### config.mk
export PLATFORM = sky130hd
export DESIGN_NAME = alu4_core
export DESIGN_NICKNAME = d
export VERILOG_FILES = /design/src/rtl/alu_pkg.sv /design/src/rtl/alu4_comb.sv /design/src/rtl/alu4_core.sv
export SDC_FILE = /design/constraint.sdc
export NUM_CORES = 1
export LEC_CHECK = 0
export BUFFER_PORTS_ARGS = -buffer_cell sky130_fd_sc_hd__buf_2
export CAP_MARGIN = 10
export CORE_MARGIN = 8
export CORE_UTILIZATION = 45
export CTS_CLUSTER_SIZE = 10
export DETAILED_ROUTE_END_ITERATION = 16
export GPL_TIMING_DRIVEN = 0
export PLACE_DENSITY = 0.66
export SKIP_CTS_REPAIR_TIMING = 1
export SYNTH_ARGS = -nofsm -noshare
export SYNTH_HDL_FRONTEND = slang
export SYNTH_HIERARCHICAL = 1
export SYNTH_SLANG_ARGS = --single-unit
### constraint.sdc
create_clock -name clk -period 0.8 [get_ports clk]
set_input_delay 0.24 -clock clk [delete_from_list [all_inputs] [get_ports clk]]
set_output_delay 0.24 -clock clk [all_outputs]
set_load 0.02 [all_outputs]
### src/rtl/alu_pkg.sv
// alu_pkg: shared definitions for the alu4_core datapath leaf.
//   ALU_W     - native operand/result width
//   opcode_e  - operation codes 0..13; codes 14 and 15 are illegal
package alu_pkg;

   localparam int ALU_W = 4;

   typedef enum logic [3:0] {
      OP_SEL   = 4'd0,
      OP_INC   = 4'd1,
      OP_DEC   = 4'd2,
      OP_ADD   = 4'd3,
      OP_ADD_C = 4'd4,
      OP_SUB   = 4'd5,
      OP_SUB_B = 4'd6,
      OP_AND   = 4'd7,
      OP_OR    = 4'd8,
      OP_XOR   = 4'd9,
      OP_SHL   = 4'd10,
      OP_SHR   = 4'd11,
      OP_ROL   = 4'd12,
      OP_ROR   = 4'd13
   } opcode_e;

endpackage

### src/rtl/alu4_comb.sv
// alu4_comb: purely combinational ALU function.
// Ports:
//   a, b    [WIDTH-1:0] in  operands
//   cin                 in  carry-in (ADD_c) / borrow-in (SUB_b), ignored otherwise
//   ctl     [3:0]       in  opcode (opcode_e values 0..13)
//   result  [WIDTH-1:0] out operation result, modulo 2**WIDTH
//   carry               out carry-out (adds) or borrow-out (subtracts), else 0
//   legal               out 1 when ctl is a defined opcode
module alu4_comb
   import alu_pkg::*;
#(
   parameter int WIDTH = ALU_W
) (
   input  logic [WIDTH-1:0] a,
   input  logic [WIDTH-1:0] b,
   input  logic             cin,
   input  logic [3:0]       ctl,
   output logic [WIDTH-1:0] result,
   output logic             carry,
   output logic             legal
);

   // One extra bit so the adders expose carry-out and the subtractors
   // expose borrow-out (a negative difference wraps and sets the MSB).
   logic [WIDTH:0] ext;

   always_comb begin
      result = '0;
      carry  = 1'b0;
      legal  = 1'b1;
      ext    = '0;
      case (ctl)
         OP_SEL:   result = b;
         OP_INC:   result = b + 1'b1;
         OP_DEC:   result = b - 1'b1;
         OP_ADD: begin
            ext    = {1'b0, a} + {1'b0, b};
            result = ext[WIDTH-1:0];
            carry  = ext[WIDTH];
         end
         OP_ADD_C: begin
            ext    = {1'b0, a} + {1'b0, b} + {{WIDTH{1'b0}}, cin};
            result = ext[WIDTH-1:0];
            carry  = ext[WIDTH];
         end
         OP_SUB: begin
            ext    = {1'b0, a} - {1'b0, b};
            result = ext[WIDTH-1:0];
            carry  = ext[WIDTH];
         end
         OP_SUB_B: begin
            ext    = {1'b0, a} - {1'b0, b} - {{WIDTH{1'b0}}, cin};
            result = ext[WIDTH-1:0];
            carry  = ext[WIDTH];
         end
         OP_AND:   result = a & b;
         OP_OR:    result = a | b;
         OP_XOR:   result = a ^ b;
         OP_SHL:   result = {a[WIDTH-2:0], 1'b0};
         OP_SHR:   result = {1'b0, a[WIDTH-1:1]};
         OP_ROL:   result = {a[WIDTH-2:0], a[WIDTH-1]};
         OP_ROR:   result = {a[0], a[WIDTH-1:1]};
         default:  legal  = 1'b0;
      endcase
   end

endmodule

### src/rtl/alu4_core.sv
// alu4_core: registered 4-bit ALU with a valid handshake and one-cycle latency.
// Ports:
//   clk                   in  rising-edge clock
//   reset                 in  asynchronous active-low reset
//   valid_in              in  operation request, sampled at posedge clk
//   a, b     [WIDTH-1:0]  in  operands
//   cin                   in  carry/borrow-in for ADD_c / SUB_b
//   ctl      [3:0]        in  opcode (opcode_e)
//   valid_out             out one-cycle pulse per accepted legal operation
//   alu      [WIDTH-1:0]  out registered result
//   carry                 out registered carry/borrow
//   zero                  out registered result-is-zero flag
module alu4_core
   import alu_pkg::*;
#(
   parameter int WIDTH = ALU_W
) (
   input  logic             clk,
   input  logic             reset,
   input  logic             valid_in,
   input  logic [WIDTH-1:0] a,
   input  logic [WIDTH-1:0] b,
   input  logic             cin,
   input  logic [3:0]       ctl,
   output logic             valid_out,
   output logic [WIDTH-1:0] alu,
   output logic             carry,
   output logic             zero
);

   logic [WIDTH-1:0] comb_result;
   logic             comb_carry;
   logic             comb_legal;
   logic             take;

   alu4_comb #(.WIDTH(WIDTH)) u_comb (
      .a      (a),
      .b      (b),
      .cin    (cin),
      .ctl    (ctl),
      .result (comb_result),
      .carry  (comb_carry),
      .legal  (comb_legal)
   );

   // Illegal opcodes behave exactly like an idle cycle.
   assign take = valid_in & comb_legal;

   always_ff @(posedge clk or negedge reset) begin
      if (!reset) begin
         valid_out <= 1'b0;
         alu       <= '0;
         carry     <= 1'b0;
         zero      <= 1'b0;
      end else begin
         valid_out <= take;
         if (take) begin
            alu   <= comb_result;
            carry <= comb_carry;
            zero  <= (comb_result == '0);
         end
      end
   end

endmodule

==> summary.md <==
| Metric | Value |
|---|---|
| Netlist cell types | `52` |
| # rows | `20` |
| Slew headroom | `0.606` |
| Peak VDD IR | `0.000470 V` |
| Layout cells sized above 1 | `0.459` |
| GPL Wtd Cong | `about 0.94` |
| Clock power share | `0.130` |
| Fraction of registers with async set/reset | `1.00` |
| Synth Instances | `about 180` |
| Crit Path Max Fanout | `4` |
| First-pass DRT Iterations | `4` |
| Leakage power | `approximately 0.00096 µW` |
| Final worst slack | `-1.42 ns` |
| Switch Pwr | `974 µW` |
| DR iter-0 viols | `around 110` |
| CTS max path bufs | `2` |
| Worst Hold Class | `in2reg` |
| Die Height | `between 70 and 80 µm` |
| Top area cells in the synthesized netlist | `ha_1 15%, dfrtp_1 12%, mux2i_1 4.8%, mux2_2 4.7%, a21oi_1 4.5%` |
| Worst Setup End Kind | `flop` |
| Reg area | `roughly 180 µm²` |
| CTS tree | `done` |
| R2R setup slack | `-0.08 ns` |
| Most frequent cell after synthesis | `ha_1` |
| Worst slew pin tran | `between 0.5 and 0.6 ns` |
| Die area | `between 0.005 and 0.006 mm²` |
| Io pins | `23` |
| Reg power frac | `0.189` |
| Synth warn | `6` |
| Crit share post-route | `2.78` |
| Comb power frac | `0.681` |
| Post-Syn Area | `about 0.0015 mm²` |
| Min cycle time layout | `around 2.2 ns` |
| Crit path DAT | `~2.4 ns` |
| Vias in the first global route | `1422` |
| CTS Buf Count | `3` |
| Final #Nets | `approximately 260` |
| Drt via density | `just under 6` |
| Remaining DRCs | `0` |
| Cell Chain, Critical Path | `buf_8 -> nor4b_4 -> xnor2_1 -> ha_1 -> or3b_4 -> a21oi_2 -> a221o_1 -> nand2_1 -> o211ai_1 -> nor4_2 -> mux2_4` |
| PwrDens | `~1100 mW/mm²` |
| F_max | `around 0.45 GHz` |
| Post-route ant nets | `0` |
| Register area share after synthesis | `0.121` |
| Vias | `1571` |
| Failing checks | `negative setup slack` |
| H-tree levels | `1` |
| Max Cap Viol | `0` |
| Starting Density | `0.475` |
| Overflow after GRT | `0` |
| Clock sinks | `7` |
| Slowest stage delay, CP | `about 0.38 ns` |
| Top cells by count, synth | `17 x ha_1, 13 x a21oi_1, 13 x inv_1` |
| Initial antenna violation count | `0` |
| Largest net degree at the start of global routing | `11` |
| Mapped Nets | `around 210` |
| ANT cells | `0` |
| Detailed placement HPWL | `approximately 3600 µm` |
| GRT Total Usage | `0.161` |
| Clock latency on the worst-skew pair | `around 0.25 ns` |
| Core area | `about 0.003 mm²` |
| Top FF cell, synth | `dfrtp_1` |
| Worst setup slack after placement | `-1.98 ns` |
| Hold WS | `0.319 ns` |
| Final Hold Viols | `0` |
| Crit Path Class | `in2reg` |
| Synthesis-stage register bit count | `7` |
| Final setup viols | `14` |
| Synth-to-Final Area Change | `53.5%` |
| IO buf count | `22` |
| FILL cells | `around 240` |
| Final Max Slew Viols | `0` |
| Worst EP required | `between 0.9 and 1 ns` |
| Mapped Avg Cell Area | `8.19 µm²` |
| Internal | `1470 µW` |
| Cell taking the most area after synthesis | `ha_1` |
| Final WL | `approximately 4800 µm` |
| Post-route clock skew | `0 ns` |
| RSZ-0062 raised after global routing | `yes` |
| Post-synth EDFFs | `0` |
| Die width | `roughly 73 µm` |
| Crit start category | `input pin` |
| CTS root buf | `clkbuf_4` |
| First-pass GRT wire length | `approximately 7000 µm` |
| Clk slew on worst S/H paths | `0.05 ns` |
| Synth top area share | `0.147` |
| Routed len/inst | `approximately 18 µm` |
| Area of the multi-input gates | `0.00142 mm²` |
| Status | `finished, violations left` |
| Switching part of the total | `0.398` |
| Critical path's slowest cell | `or3b_4` |
==> worst paths after layout <==
path / startpoint / cells after the start / end
max in group asynchronous: reset / 2 / valid_out
worst min-delay path: valid_in / 3 / valid_out
worst max-delay path: ctl[2] / 11 / zero
min in group asynchronous: reset / 2 / alu[1]
worst max register to register: alu[0] / 2 / alu[0]
worst min register to register: alu[3] / 1 / alu[3]
==> state kept, by name, indices dropped and copies added (netlist names) <==
name,cells
carry,1
alu,4
zero,1
valid_out,1
==> critical path, delay by kind of cell <==
kind                       cells  cell delay, ns
and+or+nand+nor                4            0.89
buffers and inverters          1            0.11
xor gates and xnor gates       1            0.11
muxes                          1            0.27
AOI/OAI and AO/OA              3            0.42
adders and majority gates      1            0.31
==> per-stage QoR <==
| stage | cell area [µm²] | util | std cells | TNS [ns] | power (µW) |
|---|---|---|---|---|---|
| 6_report | 2230 | 0.729 | 266 | -8.96 | 2440 |
| 5_1_grt | 2230 | 0.729 | 266 | -9.61 | 2610 |
| 4_1_cts | 1750 | 0.573 | 247 | -10.07 | 1940 |
| 3_5_place_dp | 1720 | 0.565 | 243 | -10.39 | 1620 |
| 3_3_place_gp | 1720 | 0.565 | 243 | -10.04 | 1590 |
| 2_1_floorplan | 1560 | - | 177 | -7.15 | 1280 |
==> cell type report <==
| class | count | area share |
|---|---|---|
| buffer | 10 | 0.0343 |
| clock buffer | 4 | 0.0118 |
| inverter | 13 | 0.0332 |
| multi-input combinational | 147 | 0.637 |
| sequential | 7 | 0.0787 |
| tap | 44 | 0.0247 |
| timing repair buffer | 41 | 0.180 |
==> cells in the final DEF (no fill, tap or decap), drive strengths merged, types with 2 or more instances in the layout <==
cell    instances
o31ai           2
and3            2
buf            49
nor2b           5
nor4            2
xor2            3
a221oi          2
nor2           10
ha             17
a21o            2
and2            2
fa              2
clkbuf          5
a21oi          14
nand3b          3
nand2          10
o22ai           2
inv            13
nor4b           2
dfrtp           7
o21ai           6
a211oi          2
nand3          11
o311ai          2
nor3b           5
xnor2           6
mux2            6
nor3            3
and4            2
mux2i           7
a31oi           2
nand4           2
==> routing by layer <==
metal  GRT usage  routed length (µm)  vias to the layer above
met5           0                   0                        -
met4      0.0422                  78                        0
met3      0.0206                 250                       10
met2       0.277                2490                       56
met1       0.204                1990                      763
li1            -                   -                      742
==> kinds of logic after synthesis <==
family / after synthesis / synth area share
AOI/OAI and AO/OA: 40 / 0.186
xor gates and xnor gates: 10 / 0.0751
adders and majority gates: 19 / 0.174
buffers and inverters: 23 / 0.0759
DFF: 7 / 0.121
muxes: 13 / 0.0949
and+or+nand+nor: 65 / 0.273
==> power by group through the flow <==
| stage | sequential, µW | clock, µW | combinational [µW] |
|---|---|---|---|
| floorplan | 532 | 0 | 744 |
| finish | 461 | 318 | 1670 |
| global route | 471 | 362 | 1770 |
| CTS | 446 | 321 | 1170 |
| global placement | 448 | 0 | 1150 |
| detailed placement | 452 | 0 | 1170 |
Note: power is estimated with default switching activity, not from simulation.
